## src/rtl/vga_pixel_fetch.sv

```systemverilog
// vga_pixel_fetch: linear framebuffer prefetch feeding the VGA timing stage.
// Issues one credit-limited read per cycle, tags returns with a fixed-latency
// valid pipe and buffers pixels in a show-ahead FIFO.
// Optional build macro VGA_PIXEL_FETCH_TESTPAT_EN replaces memory data with
// 8 vertical colour bars; timing, credit and latency are unchanged.
module vga_pixel_fetch #(
  parameter int H_VISIBLE  = 800,
  parameter int V_VISIBLE  = 600,
  parameter int FIFO_DEPTH = 16,
  parameter int RD_LATENCY = 2,
  parameter int ADDR_W     = 19
) (
  input  logic              VGA_CLK,
  input  logic              VGA_RST,
  input  logic              frame_start,
  input  logic              pix_req,
  output logic [11:0]       pix_data,
  output logic              pix_valid,
  output logic              underrun,
  output logic              fb_rd_en,
  output logic [ADDR_W-1:0] fb_rd_addr,
  input  logic [11:0]       fb_rd_data
);

  localparam int PW = $clog2(FIFO_DEPTH);
  localparam int CW = PW + 1;
  localparam logic [ADDR_W-1:0] LAST_ADDR = ADDR_W'(H_VISIBLE * V_VISIBLE - 1);

  typedef enum logic [1:0] {IDLE, FETCH, DONE} state_t;

  state_t                state;
  logic [ADDR_W-1:0]     addr;
  logic [RD_LATENCY-1:0] vld_pipe;
  logic [11:0]           mem [FIFO_DEPTH];
  logic [PW-1:0]         wr_ptr, rd_ptr;
  logic [CW-1:0]         count;
  logic [CW:0]           inflight, credit_used;
  logic                  issue, push, pop;
  logic [11:0]           wr_data;

  // Credit: FIFO occupancy plus every read not yet landed must stay below depth
  always_comb begin
    inflight = (CW+1)'(fb_rd_en);
    for (int i = 0; i < RD_LATENCY; i++)
      inflight = inflight + (CW+1)'(vld_pipe[i]);
    credit_used = {1'b0, count} + inflight;
    issue = (state == FETCH) && (credit_used < (CW+1)'(FIFO_DEPTH));
  end

  assign pix_valid = (count != '0);
  assign pix_data  = pix_valid ? mem[rd_ptr] : 12'h000;
  // frame_start wins: stale returns and concurrent requests are dropped
  assign push = vld_pipe[RD_LATENCY-1] & ~frame_start;
  assign pop  = pix_req & pix_valid & ~frame_start;

  // Fetch FSM with registered read strobe/address; stops after last address
  always_ff @(posedge VGA_CLK) begin
    if (VGA_RST) begin
      state      <= IDLE;
      addr       <= '0;
      fb_rd_en   <= 1'b0;
      fb_rd_addr <= '0;
    end else if (frame_start) begin
      state    <= FETCH;
      addr     <= '0;
      fb_rd_en <= 1'b0;
    end else begin
      fb_rd_en <= issue;
      if (issue) begin
        fb_rd_addr <= addr;
        addr       <= addr + 1'b1;
        if (addr == LAST_ADDR) state <= DONE;
      end
    end
  end

  // Return tags: a read issued this cycle lands RD_LATENCY cycles later
  always_ff @(posedge VGA_CLK) begin
    if (VGA_RST || frame_start) begin
      vld_pipe <= '0;
    end else begin
      vld_pipe[0] <= fb_rd_en;
      for (int i = 1; i < RD_LATENCY; i++)
        vld_pipe[i] <= vld_pipe[i-1];
    end
  end

  // FIFO pointers and occupancy; push+pop together leaves count unchanged
  always_ff @(posedge VGA_CLK) begin
    if (VGA_RST || frame_start) begin
      wr_ptr <= '0;
      rd_ptr <= '0;
      count  <= '0;
    end else begin
      if (push) wr_ptr <= wr_ptr + 1'b1;
      if (pop)  rd_ptr <= rd_ptr + 1'b1;
      case ({push, pop})
        2'b10:   count <= count + 1'b1;
        2'b01:   count <= count - 1'b1;
        default: count <= count;
      endcase
    end
  end

  // FIFO storage; no reset needed since count gates visibility
  always_ff @(posedge VGA_CLK) begin
    if (push) mem[wr_ptr] <= wr_data;
  end

  // Sticky underrun: request against an empty FIFO, cleared only by reset
  always_ff @(posedge VGA_CLK) begin
    if (VGA_RST)
      underrun <= 1'b0;
    else if (pix_req && !pix_valid && !frame_start)
      underrun <= 1'b1;
  end

`ifdef VGA_PIXEL_FETCH_TESTPAT_EN
  localparam int BAR_W = H_VISIBLE / 8;
  localparam int CLW   = $clog2(H_VISIBLE);

  logic [CLW-1:0] col, bar_pos;
  logic [2:0]     bar;
  logic           unused_rd_data;

  assign unused_rd_data = ^fb_rd_data;

  // Column/bar tracking of the pixel being written; restarts every line
  always_ff @(posedge VGA_CLK) begin
    if (VGA_RST || frame_start) begin
      col     <= '0;
      bar_pos <= '0;
      bar     <= '0;
    end else if (push) begin
      if (col == CLW'(H_VISIBLE - 1)) begin
        col     <= '0;
        bar_pos <= '0;
        bar     <= '0;
      end else begin
        col <= col + 1'b1;
        if (bar_pos == CLW'(BAR_W - 1)) begin
          bar_pos <= '0;
          bar     <= bar + 1'b1;
        end else begin
          bar_pos <= bar_pos + 1'b1;
        end
      end
    end
  end

  // Bar palette, left to right
  always_comb begin
    case (bar)
      3'd0:    wr_data = 12'hFFF;
      3'd1:    wr_data = 12'hFF0;
      3'd2:    wr_data = 12'h0FF;
      3'd3:    wr_data = 12'h0F0;
      3'd4:    wr_data = 12'hF0F;
      3'd5:    wr_data = 12'hF00;
      3'd6:    wr_data = 12'h00F;
      default: wr_data = 12'h000;
    endcase
  end
`else
  assign wr_data = fb_rd_data;
`endif

endmodule

```

## config.mk

```make
export PLATFORM = sky130hd
export DESIGN_NAME = vga_pixel_fetch
export DESIGN_NICKNAME = d
export VERILOG_FILES = /design/src/rtl/vga_pixel_fetch.sv
export SDC_FILE = /design/constraint.sdc
export NUM_CORES = 1
export LEC_CHECK = 0
export CAP_MARGIN = 20
export CORE_UTILIZATION = 35
export CTS_BUF_LIST = sky130_fd_sc_hd__clkbuf_2
export DETAILED_ROUTE_END_ITERATION = 7
export GPL_ROUTABILITY_DRIVEN = 0
export SETUP_SLACK_MARGIN = 0.02
export SLEW_MARGIN = 15
export SYNTH_ARGS = -nofsm -noshare
export SYNTH_HDL_FRONTEND = slang
export SYNTH_SLANG_ARGS = --single-unit
```

## constraint.sdc

```tcl
create_clock -name VGA_CLK -period 2.5 [get_ports VGA_CLK]
set_input_delay 0.5 -clock VGA_CLK [delete_from_list [all_inputs] [get_ports VGA_CLK]]
set_output_delay 0.5 -clock VGA_CLK [all_outputs]
set_load 0.01 [all_outputs]
```

==> impl_metrics.csv, run 1 <==
group,metric,value,unit
status,status,"finished, violations left",
status,failed_checks,"negative setup slack",
floorplan,die-area,29400,µm²
worst_setup_path,timing.rr.end,"count[4]$_SDFFE_PP0P_",
synthesis,synth.top_cells.by_area,"edfxtp_1, dfxtp_1, mux4_2",
routing,first_pass_iters,4,
clock_tree,numCtsBuffers,66,
routing,ant_nets,0,
grt,grt_usage,15.5,%
sta,hold_violations,0,
synthesis,synth_top_area_share,57.3,%
grt,grt_pass1_vias,6254,
clock_tree,cts_tree,"built",
routing,met2_length,11.4,mm
worst_hold_path,holdPathStages,3,
power,total_power,7670,µW
final_layout,finish.utilization,44.2,%
final_layout,fin_nets,798,
worst_setup_path,worstPathArrival,2440,ps
worst_setup_path,crit_slowest_cell,"mux4_2",
sta,rsz0062_at_grt,"true",
final_layout,final_common_cell,"edfxtp_1",
routing,drtIter0Drc,377,
grt,overflow,0,
grt,antenna_found_initial,0,
worst_setup_path,cp_top_family,"multiplexers",
routing,routed_via_density,4.90,
sta,finalSetupTns,-4650,ps
worst_setup_path,path_class,"reg -> out",
worst_setup_path,cp-end-kind,"output port",
synthesis,synthFlopType,"edfxtp_1",
synthesis,synth.largest_area_cell,"edfxtp_1",
routing,top_layer,"met4",
final_layout,drive_gt1_share,34.0,%
worst_setup_path,r2r-start,"count[3]$_SDFFE_PP0P_",
run,cap_violations,0,
grt,grt_max_degree,38,
routing,dr_total_vias,5855,
sta,fin_ws,-442,ps
clock_tree,clock_latency,800,ps
sta,finClkSkew,68.8,ps
final_layout,area_growth,23.1,%
worst_setup_path,cp-start-kind,"flip-flop",
clock_tree,ctsHoldBuffers,0,
synthesis,synth_edf_count,192,
routing,drc,0,
worst_setup_path,r2r_cells,11,
grt,grt_pass1_wl,34.1,mm
routing,met3_wirelength,1.16,mm
sta,slew_headroom,60.8,%
final_layout,mostFrequentLayoutCells,"edfxtp_1, clkbuf_2, nor2_1",
clock_tree,cts.sinks,253,
floorplan,io_pins,50,
worst_setup_path,r2r_setup_slack,-20,ps
placed_design,port_buffers,49,
sta,drv_slew,0,
sta,max_freq,340,MHz
sta,max_slew.worst_pin.slew,586,ps
routing,drt_wl_total,21.8,mm
worst_hold_path,hold_start,"pix_req",
floorplan,initial_core_util,35.9,%
power,p_leak,0.00417,µW
floorplan,core.rowCount,61,
sta,period_minus_slack,2940,ps
synthesis,async_flop_share,0,%
worst_setup_path,cp_cell_sequence,"buf_6 > buf_12 > mux4_2 > mux2i_2 > o22ai_2 > buf_2",
floorplan,die_w,171,µm
sta,hold_slack,489,ps
worst_hold_path,hold_path.class,"in -> reg",
synthesis,synth_seq_cells,253,
synthesis,synth_seq_area_share,69.5,%
synthesis,synth_nets,641,
clock_tree,clk_pin_slew,110,ps
placed_design,dpl_worst_slack,-46.6,ps
worst_setup_path,required,2000,ps
routing,wl_per_cell,18.2,µm
routing,drt-met1-wl,8.98,mm
clock_tree,root_buffer,"clkbuf_2",
synthesis,synthCells,615,
worst_setup_path,crit_buf_inv,3,
worst_hold_path,holdPathEnd,"underrun$_SDFFE_PP0P_",
synthesis,synthesis.area,10100,µm²
worst_setup_path,crit_path_max_fanout,8,
power,peakVddDrop,0.000284,V
floorplan,dieHeight,171,µm
power,power_density,620,nW/µm²
clock_tree,htreeDepth,3,
worst_setup_path,cpPeakStageDelay,530,ps
clock_tree,clock_path_buffers,3,
floorplan,core,28000,µm²
synthesis,synth_warnings,0,
synthesis,ys_types,47,
placed_design,post-dp-hpwl,14.2,mm
sta,setup_violations,13,
synthesis,syn_avg_cell_area,16.3,µm²
final_layout,fillers,2521,
sta,fin_crit_sh,118,%
[cells in the mapped netlist (2+ instances only)]
cell type / number
a21oi_1: 11
nand4_1: 10
nor2_1: 71
buf_4: 5
edfxtp_1: 192
a22oi_1: 2
ha_1: 9
nor4_1: 6
nand2_1: 14
nand2b_1: 4
and3_1: 3
inv_1: 11
xnor2_1: 11
and2_2: 2
nor3_1: 10
or4_1: 2
or3_1: 4
o31ai_1: 2
or3_2: 2
mux4_2: 48
or2_2: 2
o21ai_0: 5
mux2i_1: 48
dfxtp_1: 61
o22ai_1: 14
nor2b_1: 3
clkbuf_1: 17
buf_2: 9
xor2_1: 9
a31oi_1: 3
nand3_1: 9
[layout make-up]
| class | count | area (µm²) | share of cell area, % |
|---|---|---|---|
| Multi-Input combinational cell | 318 | 3020 | 24.4 |
| Clock inverter | 17 | 171 | 1.38 |
| Clock buffer | 96 | 480 | 3.88 |
| Tap cell | 378 | 473 | 3.82 |
| Antenna cell | 1 | 2.50 | 0.0202 |
| Inverter | 11 | 41.3 | 0.334 |
| Timing Repair Buffer | 122 | 1200 | 9.66 |
| Sequential cell | 253 | 7000 | 56.5 |
[registers in the layout (all words and copies together), names as in the netlist, named ones only]
name        cells
fb_rd_en        1
rd_ptr          4
addr           19
wr_ptr          4
fb_rd_addr     19
mem           192
vld_pipe        2
count           5
state           2
underrun        1
[power breakdown]
group / switching [µW] / internal, µW
clock: 1590 / 1430
combinational: 90.3 / 50.8
sequential: 3.59 / 4510
[metrics by stage]
stage / cells / area, µm²
finish: 1196 / 12400
global placement: 1069 / 11500
global route: 1195 / 12400
CTS: 1195 / 12300
floorplan: 615 / 10100
detailed placement: 1069 / 11500
[worst reg2reg max path, delay by kind of cell (launching register included)]
kind	cells	cell delay [ps]
compound gates	3	650
xor+xnor	2	300
fa+ha+maj	2	400
buf+inv	1	140
flops	1	320
simple gates	3	620
[worst max-delay path by stage]
stage | depth (start not counted) | slack (ps) | from | end
after floorplan | 10 | 20 | count[1]$_SDFFE_PP0P_ | count[4]$_SDFFE_PP0P_
after global placement | 11 | -4 | frame_start | count[4]$_SDFFE_PP0P_
after detailed placement | 11 | -50 | frame_start | count[4]$_SDFFE_PP0P_
after CTS | 7 | -550 | flip-flop | pix_data[10]
after global routing | 7 | -580 | flip-flop | pix_data[0]
final | 6 | -440 | flip-flop | pix_data[2]
[layer usage]
metal	vias to the layer above	GRT usage [%]
met2	154	27.3
met4	0	5.47
met1	2945	18.4
met3	22	3.54
met5	-	0
li1	2734	-
[kinds of logic after synthesis]
| logic type | count (synthesis) | share of synthesized area, % |
|---|---|---|
| flops | 253 | 69.5 |
| compound gates | 43 | 2.69 |
| buf+inv | 44 | 2.04 |
| mux | 96 | 15.5 |
| simple gates | 149 | 7.18 |
| fa+ha+maj | 10 | 1.32 |
| xor+xnor | 20 | 1.74 |
[what timing repair did]
action / 4_1_cts / 5_1_grt
buffers inserted: 12 / 2
gates cloned: 2 / 0
pin swaps: 10 / 7
resized for setup: 73 / 16
setup endpoints to repair: 14 / 43
Note: power is estimated with default switching activity, not from simulation.
==> inputs of run 2 (changes only) <==
--- a/config.mk
+++ b/config.mk
@@ -8,9 +8,11 @@
 export CAP_MARGIN = 20
 export CORE_UTILIZATION = 35
 export CTS_BUF_LIST = sky130_fd_sc_hd__clkbuf_2
+export CTS_CLUSTER_DIAMETER = 150
 export DETAILED_ROUTE_END_ITERATION = 7
 export GPL_ROUTABILITY_DRIVEN = 0
 export SETUP_SLACK_MARGIN = 0.02
+export SKIP_CTS_REPAIR_TIMING = 1
 export SLEW_MARGIN = 15
 export SYNTH_ARGS = -nofsm -noshare
 export SYNTH_HDL_FRONTEND = slang
==> impl_metrics.csv, run 2 (synthesis results as in run 1) <==
group,metric,value,unit
grt,use_met1,18.1,%
power,peakVddDrop,0.000283,V
worst_hold_path,hold_path.class,"reg -> reg",
sta,period_minus_slack,2960,ps
worst_setup_path,crit_path_max_fanout,5,
final_layout,fillers,2515,
final_layout,drive_gt1_share,35.1,%
grt,grtUsageMet2,26.7,%
grt,grt_pass1_vias,6206,
clock_tree,cts.sinks,253,
power,power_density,615,nW/µm²
worst_setup_path,path_class,"reg -> out",
sta,setup_violations,13,
grt,grt_usage,15.2,%
worst_setup_path,worstPathArrival,2460,ps
worst_setup_path,cp-end-kind,"output port",
sta,fin_ws,-463,ps
sta,drv_slew,0,
sta,rsz0062_at_grt,"true",
placed_design,port_buffers,49,
floorplan,core,28000,µm²
final_layout,area_growth,24.1,%
status,failed_checks,"negative setup slack",
routing,drc,0,
sta,hold_slack,495,ps
clock_tree,clock_latency,790,ps
power,p_leak,0.00426,µW
sta,max_slew.worst_pin.slew,606,ps
grt,busiest_layer,"met2",
sta,fin_crit_sh,119,%
sta,max_freq,337,MHz
final_layout,fin_nets,811,
grt,grt_pass1_wl,33.5,mm
routing,drt_wl_total,22.0,mm
final_layout,largest_reg_flops,192,
clock_tree,cts_tree,"built",
routing,dr_total_vias,5929,
floorplan,io_pins,50,
floorplan,initial_core_util,35.9,%
grt,overflow,0,
routing,drtIter0Drc,391,
clock_tree,root_buffer,"clkbuf_2",
routing,ant_nets,0,
floorplan,die-area,29400,µm²
floorplan,dieHeight,171,µm
clock_tree,clock_path_buffers,3,
final_layout,top_regs,"mem (192), addr (19), fb_rd_addr (19)",
sta,slew_headroom,59.5,%
clock_tree,numCtsBuffers,66,
grt,antenna_found_initial,0,
worst_setup_path,r2r_setup_slack,-90,ps
worst_setup_path,cp-start-kind,"flip-flop",
placed_design,dpl_worst_slack,-46.6,ps
routing,wl_per_cell,18.2,µm
final_layout,final_common_cell,"edfxtp_1",
final_layout,mostFrequentLayoutCells,"edfxtp_1, clkbuf_2, nor2_1",
floorplan,core.rowCount,61,
clock_tree,htreeDepth,3,
status,status,"finished, violations left",
floorplan,die_w,171,µm
routing,routed_via_density,4.90,
run,cap_violations,0,
placed_design,post-dp-hpwl,14.2,mm
sta,hold_violations,0,
grt,grt_max_degree,38,
clock_tree,clk_pin_slew,90,ps
final_layout,top_register,"mem",
worst_setup_path,required,2000,ps
grt,use_met3,3.54,%
routing,first_pass_iters,5,
sta,finClkSkew,72.6,ps
[run 2: cell count changes in the layout (fill, tap and decap cells not counted), sizes merged]
| cell | delta |
|---|---|
| dlymetal6s2s | +1 |
| clkbuf | +8 |
| buf | +4 |
[run 2: worst paths after layout]
check                        start                    end  depth (start not counted)
max                      flip-flop            pix_data[9]                          6
min reg2reg  state[1]$_SDFFE_PP0P_  state[1]$_SDFFE_PP0P_                          2
min          state[1]$_SDFFE_PP0P_  state[1]$_SDFFE_PP0P_                          2
max reg2reg  count[1]$_SDFFE_PP0P_  count[4]$_SDFFE_PP0P_                         11
[run 2: power by group]
group,total (µW),internal (µW),switching [µW]
Clock,3010,1430,1580
Combinational,143,51.5,91.5
Sequential,4510,4510,3.68
[run 2: final cells by class]
class / count / area (µm²) / share of cell area [%]
clock buffers: 96 / 480 / 3.85
diodes: 1 / 2.50 / 0.0201
repair buffers: 135 / 1290 / 10.3
flip-flops and latches: 253 / 6990 / 56.0
clock inverters: 17 / 171 / 1.37
well taps: 378 / 473 / 3.79
inverters: 11 / 41.3 / 0.331
multi-input cells: 318 / 3030 / 24.2
[run 2: metal layers]
metal / routed length [µm] / share of wire [%] / up-vias
met5: 0 / 0 / -
met3: 1190 / 5.4 / 23
met4: 214 / 0.97 / 0
met2: 11600 / 53 / 152
li1: - / - / 2769
met1: 9030 / 41 / 2985
[run 2: worst max-delay path, cell delays in order (launching register included)]
cell and delay, ps:
dfxtp_4 410, buf_4 160, buf_12 120, mux4_2 530
mux2i_2 240, o22ai_1 120, clkbuf_2 140
[run 2: metrics by stage]
stage	util [%]	total power, µW	TNS (ps)	cell area (µm²)	cells
2_1_floorplan	-	4660	0	10100	615
3_3_place_gp	41.0	4740	-3.84	11500	1069
3_5_place_dp	41.0	4750	-65.4	11500	1069
4_1_cts	43.3	7780	-10870	12100	1182
5_1_grt	44.5	8000	-6930	12500	1208
6_report	44.6	7670	-5050	12500	1209
